`src/rtl/sd_otf_converter.sv`:
```
// sd_otf_converter
//
// Receiving end of the online adder-tree datapath. Consumes an MSD-first
// radix-2 signed-digit stream encoded as a (p, n) rail pair. It converts
// the stream on the fly into an (N+1)-bit two's-complement word, using the
// Q/QM scheme, so no final carry-propagate add is needed.
//
// The first DELAY valid digits after start are the upstream tree's online
// delay and are discarded. Input stalls are tolerated: only cycles with
// in_valid=1 advance the conversion. The result is held under a
// valid/ready handshake.
//
// Ports:
//   clk           rising-edge clock
//   rst           asynchronous active-low reset
//   start         one-cycle pulse, begins a conversion (honoured only in idle)
//   in_valid      z_p/z_n carry a digit this cycle
//   z_p, z_n      positive / negative rail of the signed digit
//   out_ready     downstream accepts the result
//   busy          high from start acceptance until the result is accepted
//   result        N+1 bit two's-complement value of sum d_j*2^(N-j)
//   result_valid  result is stable and valid
//   err           sticky: an illegal (1,1) digit was seen in this conversion

module sd_otf_converter #(
  parameter int unsigned N     = 16,
  parameter int unsigned DELAY = 2,
  localparam int unsigned CW   = $clog2(N + DELAY + 1)
) (
  input  logic         clk,
  input  logic         rst,
  input  logic         start,
  input  logic         in_valid,
  input  logic         z_p,
  input  logic         z_n,
  input  logic         out_ready,
  output logic         busy,
  output logic [N:0]   result,
  output logic         result_valid,
  output logic         err
);

  typedef enum logic [1:0] {
    StIdle,
    StSkip,
    StConv,
    StDone
  } state_e;

  state_e        state_q;
  logic [N:0]    q_q;
  logic [N:0]    qm_q;
  logic [CW-1:0] count_q;
  logic [N:0]    result_q;
  logic          result_valid_q;
  logic          busy_q;
  logic          err_q;

  // Digit decode. (1,1) is illegal: it is treated as zero and flags err.
  logic dig_pos;
  logic dig_neg;
  logic dig_bad;

  always_comb begin
    dig_pos = z_p & ~z_n;
    dig_neg = z_n & ~z_p;
    dig_bad = z_p & z_n;
  end

  // On-the-fly conversion step. Q holds the exact prefix value. QM holds
  // Q minus one ulp. Selecting the right source avoids any borrow
  // propagation when a -1 digit arrives.
  logic [N:0] q_nxt;
  logic [N:0] qm_nxt;

  always_comb begin
    q_nxt  = {q_q[N-1:0], 1'b0};
    qm_nxt = {qm_q[N-1:0], 1'b1};
    if (dig_pos) begin
      q_nxt  = {q_q[N-1:0], 1'b1};
      qm_nxt = {q_q[N-1:0], 1'b0};
    end else if (dig_neg) begin
      q_nxt  = {qm_q[N-1:0], 1'b1};
      qm_nxt = {qm_q[N-1:0], 1'b0};
    end
  end

  logic [CW-1:0] count_inc;

  always_comb begin
    count_inc = count_q + CW'(1);
  end

  always_ff @(posedge clk or negedge rst) begin
    if (!rst) begin
      state_q        <= StIdle;
      q_q            <= '0;
      qm_q           <= '1;
      count_q        <= '0;
      result_q       <= '0;
      result_valid_q <= 1'b0;
      busy_q         <= 1'b0;
      err_q          <= 1'b0;
    end else begin
      unique case (state_q)
        StIdle: begin
          // The digit present alongside start is deliberately ignored.
          if (start) begin
            busy_q  <= 1'b1;
            err_q   <= 1'b0;
            q_q     <= '0;
            qm_q    <= '1;
            count_q <= '0;
            state_q <= (DELAY == 0) ? StConv : StSkip;
          end
        end

        StSkip: begin
          if (in_valid) begin
            err_q <= err_q | dig_bad;
            if (count_inc == CW'(DELAY)) begin
              count_q <= '0;
              state_q <= StConv;
            end else begin
              count_q <= count_inc;
            end
          end
        end

        StConv: begin
          if (in_valid) begin
            q_q     <= q_nxt;
            qm_q    <= qm_nxt;
            count_q <= count_inc;
            err_q   <= err_q | dig_bad;
            // Capture the final value directly so result appears one clock
            // after the last digit is sampled.
            if (count_inc == CW'(N)) begin
              result_q       <= q_nxt;
              result_valid_q <= 1'b1;
              state_q        <= StDone;
            end
          end
        end

        StDone: begin
          if (out_ready) begin
            result_valid_q <= 1'b0;
            busy_q         <= 1'b0;
            state_q        <= StIdle;
          end
        end

        default: begin
          state_q <= StIdle;
        end
      endcase
    end
  end

  assign busy         = busy_q;
  assign result       = result_q;
  assign result_valid = result_valid_q;
  assign err          = err_q;

endmodule

```
`config.mk`:
```
export PLATFORM = sky130hd
export DESIGN_NAME = sd_otf_converter
export DESIGN_NICKNAME = d
export VERILOG_FILES = /design/src/rtl/sd_otf_converter.sv
export SDC_FILE = /design/constraint.sdc
export NUM_CORES = 1
export LEC_CHECK = 0
export ABC_CLOCK_PERIOD_IN_PS = 2830
export CAP_MARGIN = 0
export CELL_PAD_IN_SITES_DETAIL_PLACEMENT = 0
export CELL_PAD_IN_SITES_GLOBAL_PLACEMENT = 1
export CORE_ASPECT_RATIO = 0.9
export CORE_MARGIN = 3
export CORE_UTILIZATION = 45
export DETAILED_ROUTE_END_ITERATION = 10
export HOLD_SLACK_MARGIN = 0.06
export PLACE_DENSITY_LB_ADDON = 0.1
export SLEW_MARGIN = 10
export SYNTH_ARGS = -nofsm -noshare
export SYNTH_HDL_FRONTEND = slang
export SYNTH_SLANG_ARGS = --single-unit
```
`constraint.sdc`:
```
create_clock -name clk -period 2.83 [get_ports clk]
set_input_delay 0.566 -clock clk [delete_from_list [all_inputs] [get_ports clk]]
set_output_delay 0.566 -clock clk [all_outputs]
set_load 0.05 [all_outputs]
```
==> reports/summary.txt <==
Critical path's slowest cell: clkdlybuf4s50_1
Final setup vio count: 0
Max clock buf depth: 2
Post-Syn Area per Cell: 10.4 um^2
Asr flop ratio synth: 100%
Final hold viol count: 0
Cells after Synth: 272
Clock transition at path regs: 70 ps
Remaining Overflow, GRT: 0
Gpl congestion: 0.807
Main area contributors after synthesis: dfrtp_1, dfstp_2, mux2i_1, nand2_1, ha_1
Setup Crit Path Kind: reg2out
Non-filler cells, final: 380
PD cells: 893 mW/mm^2
DP HPWL: 4040 um
Cts hold-fix bufs: 0
Slowest stage delay, CP: 820 ps
Slew headroom: 60.6%
Via count: 2024
Final setup TNS: 0 ps
H-tree depth: 3
MaxCap Viol Count: 0
YS warnings: 0
Crit-path leading delay family: buffers and inverters
Final net count: 323
NetSw: 0.00110 W
Reg power frac: 42.3%
Detail Route met3 WL: 213 um
CTS-repair resized insts: 0
Period utilization: 75.0%
Worst vdd ir: 0.629 mV
Routed length on met2: 2610 um
Achievable clock frequency: 0.471 GHz
Cell-internal power: 0.00192 W
Initial Util: 48.1%
Cell leakage power: 1.45 nW
Die Area: 0.00725 mm^2
Slew @ Worst Pin: 589 ps
CP endpoint kind: primary output
Clock root cell: clkbuf_8
Postcts setup bufs: 0
Min cycle time layout: 2120 ps
Drt first pass iters: 4
WP data arrival: 1560 ps
Cell Area, Synth: 0.00282 mm^2
Startpoint Class: flop
Mapped Nets: 290
Routed met1 length: 2910 um
Synth Register Bits: 59
CTS tree: built
Fraction of layout cells with a size suffix above 1: 14.5%
Die width: 89.4 um
Initial DRC Count: 68
# DRC: 0
Port Buf Inserts: 26
Synth top cells by count: dfrtp_1, nand2_1, mux2i_1
Post-synth cell types: 38
Crit-path max FO: 3
DR WL/cell: 15.4 um
Hold crit path type: in2async
Sequence of cells on the critical path: clkdlybuf4s50_1
Switching fraction of total power: 36.5%
Final slew viol count: 0
Clk_lat worst skew: 340 ps
Vias in the first global route: 2033
Layout area overhead: 20.2%
Initial antenna violation count: 0
# rows: 26
First-pass GRT wire length: 10100 um
RSZ-0062 raised after global routing: no
WP data required: 2260 ps
Number of top-level pins: 27
WL final: 5840 um
Layout Skew: 11.2 ps
Top FF cell, synth: dfrtp_1
Top layer in use: met4
Most numerous cell in the Yosys netlist: dfrtp_1
All-layer global routing usage: 18.7%
Dpl cells: 364
Outcome: finished clean
Largest net degree at the start of global routing: 27
ANT cells: 0
CORE AREA: 0.00586 mm^2
Post-route ant nets: 0
Clock net sink count: 59
Worst path buffer plus inverter count: 1
Die span in y: 81.1 um
Leading area contributor after synthesis: dfrtp_1
Sequential area share after synthesis: 53.1%
TritonCTS buffer count: 9
Number of synthesized flops with an enable pin: 0
Yosys top cell area share: 38.2%
Clock share of power: 25.3%
Gate power share: 32.4%
Post-DR vias/cell: 5.33
[final timing paths]
path,end,slack [ps],from,depth (start not counted)
setup / recovery,err,710,err,1
hold / removal,q_q[3],230,rst,1
setup reg to reg,state_q[0],720,state_q[0],7
hold reg to reg,result[5],480,result[5],2
max in group asynchronous,qm_q[13],1850,rst,2
min in group clk,result[5],480,result[5],2
[routing by layer]
metal,global-route usage [%],vias up
li1,-,1015
met1,25.3,965
met2,28.2,35
met3,4.77,9
met4,8.04,0
met5,0,-
[power by group through the flow]
stage / clock [W] / sequential, W / combinational (W)
after floorplan: 0 / 0.00128 / 0.000667
after global placement: 0 / 0.00129 / 0.000972
after detailed placement: 0 / 0.00129 / 0.000984
after CTS: 0.000785 / 0.00128 / 0.000990
after global routing: 0.000830 / 0.00131 / 0.00111
final: 0.000765 / 0.00128 / 0.000978
[registers in the layout, summed over array words and instances (netlist names)]
signal,cells
err,1
q_q,16
busy,1
qm_q,16
result,17
count_q,5
state_q,2
result_valid,1
[cells by family after synthesis]
logic type               count (synthesis)  synth area share, %
AO/OA/AOI/OAI                           72                 14.9
AND/OR/NAND/NOR                         72                 11.0
flip-flops                              59                 53.1
multiplexers                            34                 12.2
buffers and inverters                   21                 2.98
adder cells (fa/ha/maj)                 11                 4.88
XOR/XNOR                                 3                0.933
[per-stage QoR]
step | setup slack [ps] | power (W) | utilization [%] | cell area [um^2] | hold WS [ps]
finish | 708 | 0.00302 | 57.8 | 3390 | 226
global route | 542 | 0.00324 | 57.8 | 3390 | 248
CTS | 695 | 0.00305 | 57.8 | 3390 | 229
detailed placement | 397 | 0.00228 | 54.5 | 3190 | 475
global placement | 462 | 0.00226 | 54.5 | 3190 | 466
floorplan | 873 | 0.00195 | - | 2820 | 270
[cell type report]
cell class / count / area [um^2]
fill: 540 / 2470
tap: 70 / 87.6
clock buffer: 12 / 145
clock inverter: 4 / 51.3
inverter: 8 / 30.0
sequential: 59 / 1500
multi-input combinational: 192 / 1240
timing repair buffer: 35 / 335
[placed cells by master, fill, tap and decap left out, drive strengths merged, types with 2 or more instances in the layout]
cell type,Yosys,routed
a21oi,14,14
a31oi,6,6
and2,2,2
buf,6,10
clkbuf,7,12
clkdlybuf4s50,0,25
clkinv,0,2
dfrtp,43,43
dfstp,16,16
ha,11,11
inv,8,8
mux2,2,2
mux2i,32,32
nand2,40,40
nand3,3,3
nand4,2,2
nor2,16,16
nor2b,3,3
o211ai,2,2
o21a,2,2
o21ai,40,40
xor2,2,2
No activity file was read; power rests on OpenSTA's default activity.
